### src/rtl/ws2812_pkg.sv
`timescale 1ns/1ps
// ws2812_pkg: WS2812 line timing in CLK_40 cycles and FSM state encoding,
// shared by the transmit master and the pixel-receive side.
package ws2812_pkg;

  localparam int T0H           = 16;    // '0' high time, 400 ns
  localparam int T1H           = 32;    // '1' high time, 800 ns
  localparam int BIT           = 50;    // full bit period, 1.25 us
  localparam int RESET         = 2400;  // latch low time, 60 us
  localparam int LED_COUNT_DEF = 1152;

  typedef logic [1:0] state_t;

  localparam state_t IDLE  = 2'd0;
  localparam state_t HIGH  = 2'd1;
  localparam state_t LOW   = 2'd2;
  localparam state_t LATCH = 2'd3;

  function automatic int high_cycles(input logic bit_val, input int t0h, input int t1h);
    return bit_val ? t1h : t0h;
  endfunction

endpackage

### src/rtl/ws2812_bit_encoder.sv
`timescale 1ns/1ps
// ws2812_bit_encoder: byte shifter, bit index and phase down-counter; drives the
// registered DOUT from the FSM's next state so the pulse edges line up with state changes.
module ws2812_bit_encoder
  import ws2812_pkg::*;
#(
  parameter int T0H_CYCLES   = T0H,
  parameter int T1H_CYCLES   = T1H,
  parameter int BIT_CYCLES   = BIT,
  parameter int RESET_CYCLES = RESET
) (
  input  logic       CLK_40,
  input  logic       reset_n,
  input  state_t     state,
  input  state_t     state_next,
  input  logic       load,
  input  logic [7:0] load_byte,
  output logic       phase_done,
  output logic       byte_last,
  output logic       DOUT
);

  localparam int CW = $clog2(RESET_CYCLES + 1);

  logic [CW-1:0] cnt_reg, cnt_next;
  logic [7:0]    shift_reg, shift_next;
  logic [2:0]    idx_reg, idx_next;
  logic          dout_reg;

  // Counter loads hold (phase length - 1) so the phase ends on the cycle it reads zero.
  function automatic logic [CW-1:0] high_load(input logic b);
    return CW'(high_cycles(b, T0H_CYCLES, T1H_CYCLES) - 1);
  endfunction

  function automatic logic [CW-1:0] low_load(input logic b);
    return CW'(BIT_CYCLES - high_cycles(b, T0H_CYCLES, T1H_CYCLES) - 1);
  endfunction

  always_comb begin
    cnt_next   = cnt_reg;
    shift_next = shift_reg;
    idx_next   = idx_reg;
    if (load) begin
      shift_next = load_byte;
      idx_next   = 3'd0;
      cnt_next   = high_load(load_byte[7]);
    end else if (state_next == LATCH && state != LATCH) begin
      cnt_next = CW'(RESET_CYCLES - 1);
    end else if (state == HIGH && state_next == LOW) begin
      cnt_next = low_load(shift_reg[7]);
    end else if (state == LOW && state_next == HIGH) begin
      shift_next = {shift_reg[6:0], 1'b0};
      idx_next   = idx_reg + 3'd1;
      cnt_next   = high_load(shift_reg[6]);
    end else if (cnt_reg != '0) begin
      cnt_next = cnt_reg - 1'b1;
    end
  end

  always_ff @(posedge CLK_40 or negedge reset_n) begin
    if (!reset_n) begin
      cnt_reg   <= '0;
      shift_reg <= '0;
      idx_reg   <= '0;
      dout_reg  <= 1'b0;
    end else begin
      cnt_reg   <= cnt_next;
      shift_reg <= shift_next;
      idx_reg   <= idx_next;
      dout_reg  <= (state_next == HIGH);
    end
  end

  assign phase_done = (cnt_reg == '0);
  assign byte_last  = (idx_reg == 3'd7);
  assign DOUT       = dout_reg;

endmodule

### src/rtl/ws2812_master.sv
`timescale 1ns/1ps
// ws2812_master: valid/ready byte stream to WS2812 serial pulses, with chain latch on frame_end.
// Define WS2812_TX_AUTOLATCH_EN to also latch automatically after LED_COUNT*3 accepted bytes.
module ws2812_master
  import ws2812_pkg::*;
#(
  parameter int T0H_CYCLES   = T0H,
  parameter int T1H_CYCLES   = T1H,
  parameter int BIT_CYCLES   = BIT,
  parameter int RESET_CYCLES = RESET,
  parameter int LED_COUNT    = LED_COUNT_DEF
) (
  input  logic       CLK_40,
  input  logic       reset_n,
  input  logic [7:0] tx_data,
  input  logic       tx_valid,
  output logic       tx_ready,
  input  logic       frame_end,
  output logic       busy,
  output logic       frame_done,
  output logic       DOUT
);

  state_t state_reg, state_next;
  logic   ready_en_reg;
  logic   pending_reg, pending_next;
  logic   phase_done, byte_last, byte_final;
  logic   accept, auto_set;

  if (BIT_CYCLES <= T1H_CYCLES || T0H_CYCLES < 1 || RESET_CYCLES < BIT_CYCLES || LED_COUNT < 1)
  begin : g_bad_params
    $error("ws2812_master: illegal timing or LED_COUNT parameters");
  end

  ws2812_bit_encoder #(
    .T0H_CYCLES  (T0H_CYCLES),
    .T1H_CYCLES  (T1H_CYCLES),
    .BIT_CYCLES  (BIT_CYCLES),
    .RESET_CYCLES(RESET_CYCLES)
  ) u_enc (
    .CLK_40    (CLK_40),
    .reset_n   (reset_n),
    .state     (state_reg),
    .state_next(state_next),
    .load      (accept),
    .load_byte (tx_data),
    .phase_done(phase_done),
    .byte_last (byte_last),
    .DOUT      (DOUT)
  );

  assign byte_final = (state_reg == LOW) && phase_done && byte_last;

  // A frame_end in the same cycle always beats a byte offer, so the latch is never delayed.
  assign tx_ready = ready_en_reg && !pending_reg && !frame_end &&
                    ((state_reg == IDLE) || byte_final);
  assign accept   = tx_valid && tx_ready;

  always_comb begin
    state_next = state_reg;
    case (state_reg)
      IDLE: begin
        if (frame_end)   state_next = LATCH;
        else if (accept) state_next = HIGH;
      end
      HIGH: begin
        if (phase_done) state_next = LOW;
      end
      LOW: begin
        if (phase_done) begin
          if (!byte_last)                     state_next = HIGH;
          else if (pending_reg || frame_end) state_next = LATCH;
          else if (accept)                    state_next = HIGH;
          else                                state_next = IDLE;
        end
      end
      LATCH: begin
        if (phase_done) state_next = IDLE;
      end
      default: state_next = IDLE;
    endcase
  end

  always_comb begin
    pending_next = pending_reg;
    if (state_next == LATCH)
      pending_next = 1'b0;
    else if ((frame_end || auto_set) && state_reg != LATCH)
      pending_next = 1'b1;
  end

  always_ff @(posedge CLK_40 or negedge reset_n) begin
    if (!reset_n) begin
      state_reg    <= IDLE;
      ready_en_reg <= 1'b0;
      pending_reg  <= 1'b0;
    end else begin
      state_reg    <= state_next;
      ready_en_reg <= 1'b1;
      pending_reg  <= pending_next;
    end
  end

  assign busy       = (state_reg != IDLE);
  assign frame_done = (state_reg == LATCH) && phase_done;

`ifdef WS2812_TX_AUTOLATCH_EN
  localparam int FRAME_BYTES = LED_COUNT * 3;
  localparam int BCW         = $clog2(FRAME_BYTES + 1);

  logic [BCW-1:0] byte_cnt_reg;

  always_ff @(posedge CLK_40 or negedge reset_n) begin
    if (!reset_n)
      byte_cnt_reg <= '0;
    else if (frame_done)
      byte_cnt_reg <= '0;
    else if (accept)
      byte_cnt_reg <= byte_cnt_reg + 1'b1;
  end

  // Raised on the accept that completes the frame; the latch then follows that byte.
  assign auto_set = accept && (byte_cnt_reg == BCW'(FRAME_BYTES - 1));
`else
  assign auto_set = 1'b0;
`endif

endmodule
### config.mk
export PLATFORM = sky130hd
export DESIGN_NAME = ws2812_master
export DESIGN_NICKNAME = d
export VERILOG_FILES = /design/src/rtl/ws2812_pkg.sv /design/src/rtl/ws2812_bit_encoder.sv /design/src/rtl/ws2812_master.sv
export SDC_FILE = /design/constraint.sdc
export NUM_CORES = 1
export LEC_CHECK = 0
export CORE_ASPECT_RATIO = 0.8
export CORE_MARGIN = 2
export CORE_UTILIZATION = 30
export CTS_BUF_LIST = sky130_fd_sc_hd__clkbuf_16
export DETAILED_ROUTE_END_ITERATION = 16
export SYNTH_ARGS = -nofsm -noshare
export SYNTH_HDL_FRONTEND = slang
export SYNTH_SLANG_ARGS = --single-unit
### constraint.sdc
create_clock -name CLK_40 -period 3.3 [get_ports CLK_40]
set_input_delay 0.66 -clock CLK_40 [delete_from_list [all_inputs] [get_ports CLK_40]]
set_output_delay 0.66 -clock CLK_40 [all_outputs]
set_load 0.005 [all_outputs]
==> flow_summary.json <==
{
  "post-place-ws_ps": 309,
  "post_cts_buffers": 0,
  "drt-initial-drc-count": 57,
  "wirelength_met1_microns": 1880,
  "hold_violations": 0,
  "slew_headroom": 0.547,
  "rsz0062_at_grt": "no",
  "fin_ws_ps": 133,
  "core_sq_um": 5410,
  "syn2layout_area_growth_pct": 19.8,
  "cts-buffers-inserted": 3,
  "die_w_microns": 87.4,
  "finalCritPeriodShare": 0.960,
  "die_height_microns": 70.7,
  "min_path_type": "reg -> reg",
  "setup_viol": 0,
  "path_class": "reg -> out",
  "cts.sinks": 28,
  "hold_buffers": 0,
  "synthesis.nets": 196,
  "drv_cap": 0,
  "p_per_area_nw_per_um2": 498,
  "worst_setup_path_end_kind": "primary output",
  "fin_tns_setup_ps": 0,
  "seqCellArea_sq_um": 701,
  "start_util": 0.309,
  "avgViaCountPerCell": 5.18,
  "wl_per_cell_microns": 14.2,
  "h-tree-depth": 1,
  "cts_tree": "built",
  "first_pass_iters": 4,
  "largest_register_ffs": 12,
  "cp.arrival_ps": 2510,
  "wl_met3_microns": 117,
  "dieArea_sq_um": 6180,
  "grt_pass1_wl_microns": 6460,
  "ant_nets": 0,
  "synth.distinct_cells": 43,
  "overflow": 0,
  "synth_cells": 180,
  "drt_wl_total_microns": 3720,
  "cp_max_fo": 4,
  "ys_seq_area_frac": 0.420,
  "fillerInstances": 579,
  "async_reset_ff_frac": 1.00,
  "num_vias": 1363,
  "tightest_slew_ps": 673,
  "synth-main-ff-cell": "dfrtp_1",
  "drc": 0,
  "highest_layer": "met4",
  "synth_warnings": 0,
  "multiInputGateArea_sq_um": 901,
  "vdd_drop_max_mv": 0.291,
  "nets": 215,
  "num_rows": 24,
  "finalWeightedCongestion": 0.746,
  "port_buffers": 15,
  "clk_latency_ps": 270,
  "clk_path_buf_depth": 2,
  "synth-seq-cells": 28,
  "hpwl_microns": 2690,
  "n_antenna_cell": 0,
  "yosys.area.top_type": "dfrtp_1",
  "grt_max_degree": 29,
  "first_global_vias": 1357,
  "skew_ps": 5.05,
  "netlist_area_sq_um": 1670,
  "post-route-min-period_ps": 3170,
  "leakage_nw": 0.867,
  "worstSetupStartpointType": "flip-flop",
  "root_buffer": "clkbuf_16",
  "drive_above_1_share": 0.0859,
  "drv_slew": 0,
  "antenna_found_initial": 0,
  "synth_area_leaders": "dfrtp_1, mux2i_1, a21oi_1, nor2_1, xnor2_1",
  "r2r_setup_slack_ps": 560,
  "fmax_mhz": 316,
  "globalRouteTotalUtil": 0.130,
  "worstPathRequired_ps": 2640,
  "synth_edf_count": 0,
  "synth_top_area_frac": 0.420,
  "wl_met2_microns": 1690,
  "cts_resized": 0,
  "status": "finished, final reports clean",
  "clk_pin_slew_worst_paths_ps": 70,
  "syn_area_per_cell_sq_um": 9.27,
  "num_io_pins": 16
}
## cell type report
class / instances / area share
sequential: 28 / 0.351
clock buffer: 3 / 0.0376
inverter: 5 / 0.00939
clock inverter: 1 / 0.00188
multi-input combinational: 137 / 0.451
tap: 65 / 0.0407
timing repair buffer: 24 / 0.109
## cell usage in the layout (no fill, tap or decap), drive strengths merged, types with 3 or more instances in the layout
| master | instances |
|---|---|
| nor3 | 7 |
| mux2i | 9 |
| buf | 9 |
| dfrtp | 28 |
| or3 | 3 |
| inv | 5 |
| nor2 | 21 |
| or4 | 3 |
| xor2 | 4 |
| a21oi | 16 |
| nand2b | 5 |
| nor4 | 5 |
| nand3b | 3 |
| a31oi | 7 |
| clkdlybuf4s50 | 15 |
| xnor2 | 8 |
| nand2 | 5 |
| nand3 | 5 |
| clkbuf | 3 |
| o21ai | 3 |
| o21a | 3 |
| ha | 4 |
| or2 | 3 |
## routing by layer
layer / vias up / track usage
li1: 682 / -
met1: 654 / 0.191
met2: 23 / 0.199
met3: 4 / 0.0245
met4: 0 / 0.0256
met5: - / 0
## kinds of logic (layout without fill, tap and decap cells)
family,count (synthesis),in the layout,synth area share
xor gates and xnor gates,12,12,0.0630
AOI/OAI and AO/OA,41,41,0.156
other,1,1,0.00225
DFF,28,28,0.420
and+or+nand+nor,70,70,0.231
muxes,9,9,0.0540
buffers and inverters,15,33,0.0435
adders and majority gates,4,4,0.0300
## Yosys cell counts, types with 2 or more instances
library cell and n:
a21boi_0 2, a21o_1 2, a21oi_1 16, a31oi_1 7, and2_1 2, buf_6 2, clkbuf_1 7, dfrtp_1 28
ha_1 4, inv_1 5, mux2i_1 9, nand2_1 5, nand2b_1 5, nand3_1 5, nand3b_1 3, nor2_1 21
nor2b_1 2, nor3_1 7, nor3b_1 2, nor4_1 4, nor4b_1 2, o21a_1 3, o21ai_0 3, or2_2 2
or3_1 3, or4_1 2, xnor2_1 8, xor2_1 4
## final timing paths
check                                               start                             end  depth (start not counted)
min                        u_enc.shift_reg[0]$_DFFE_PN0P_  u_enc.shift_reg[0]$_DFFE_PN0P_                          2
min in group asynchronous                         reset_n    u_enc.cnt_reg[8]$_DFFE_PN0P_                          2
max                          u_enc.cnt_reg[7]$_DFFE_PN0P_                      frame_done                          4
max reg2reg                  u_enc.cnt_reg[7]$_DFFE_PN0P_    u_enc.cnt_reg[3]$_DFFE_PN0P_                          7
max in group asynchronous                         reset_n    u_enc.cnt_reg[1]$_DFFE_PN0P_                          2
min reg2reg                u_enc.shift_reg[0]$_DFFE_PN0P_  u_enc.shift_reg[0]$_DFFE_PN0P_                          2
## worst max-delay path: stages (launching register included)
cell and delay [ps]:
dfrtp_1 410, or4_4 580, or4_1 550, nor2_1 170
clkdlybuf4s50_1 520
## where the power goes
group	internal, mW	switching, mW	total, mW
clock	0.163	0.123	0.286
combinational	0.138	0.118	0.256
sequential	0.399	0.0550	0.454
total	0.700	0.295	0.995
## through the flow
| stage | std cells | power, mW | hold WS, ps | cell area, sq um | utilization |
|---|---|---|---|---|---|
| global placement | 259 | 0.707 | 489 | 1920 | 0.355 |
| detailed placement | 259 | 0.716 | 525 | 1920 | 0.355 |
| CTS | 263 | 0.998 | 542 | 2000 | 0.370 |
| finish | 263 | 0.995 | 535 | 2000 | 0.370 |
| floorplan | 180 | 0.638 | 364 | 1670 | - |
| global route | 263 | 1.06 | 587 | 2000 | 0.370 |
No activity file was read; power rests on OpenSTA's default activity.
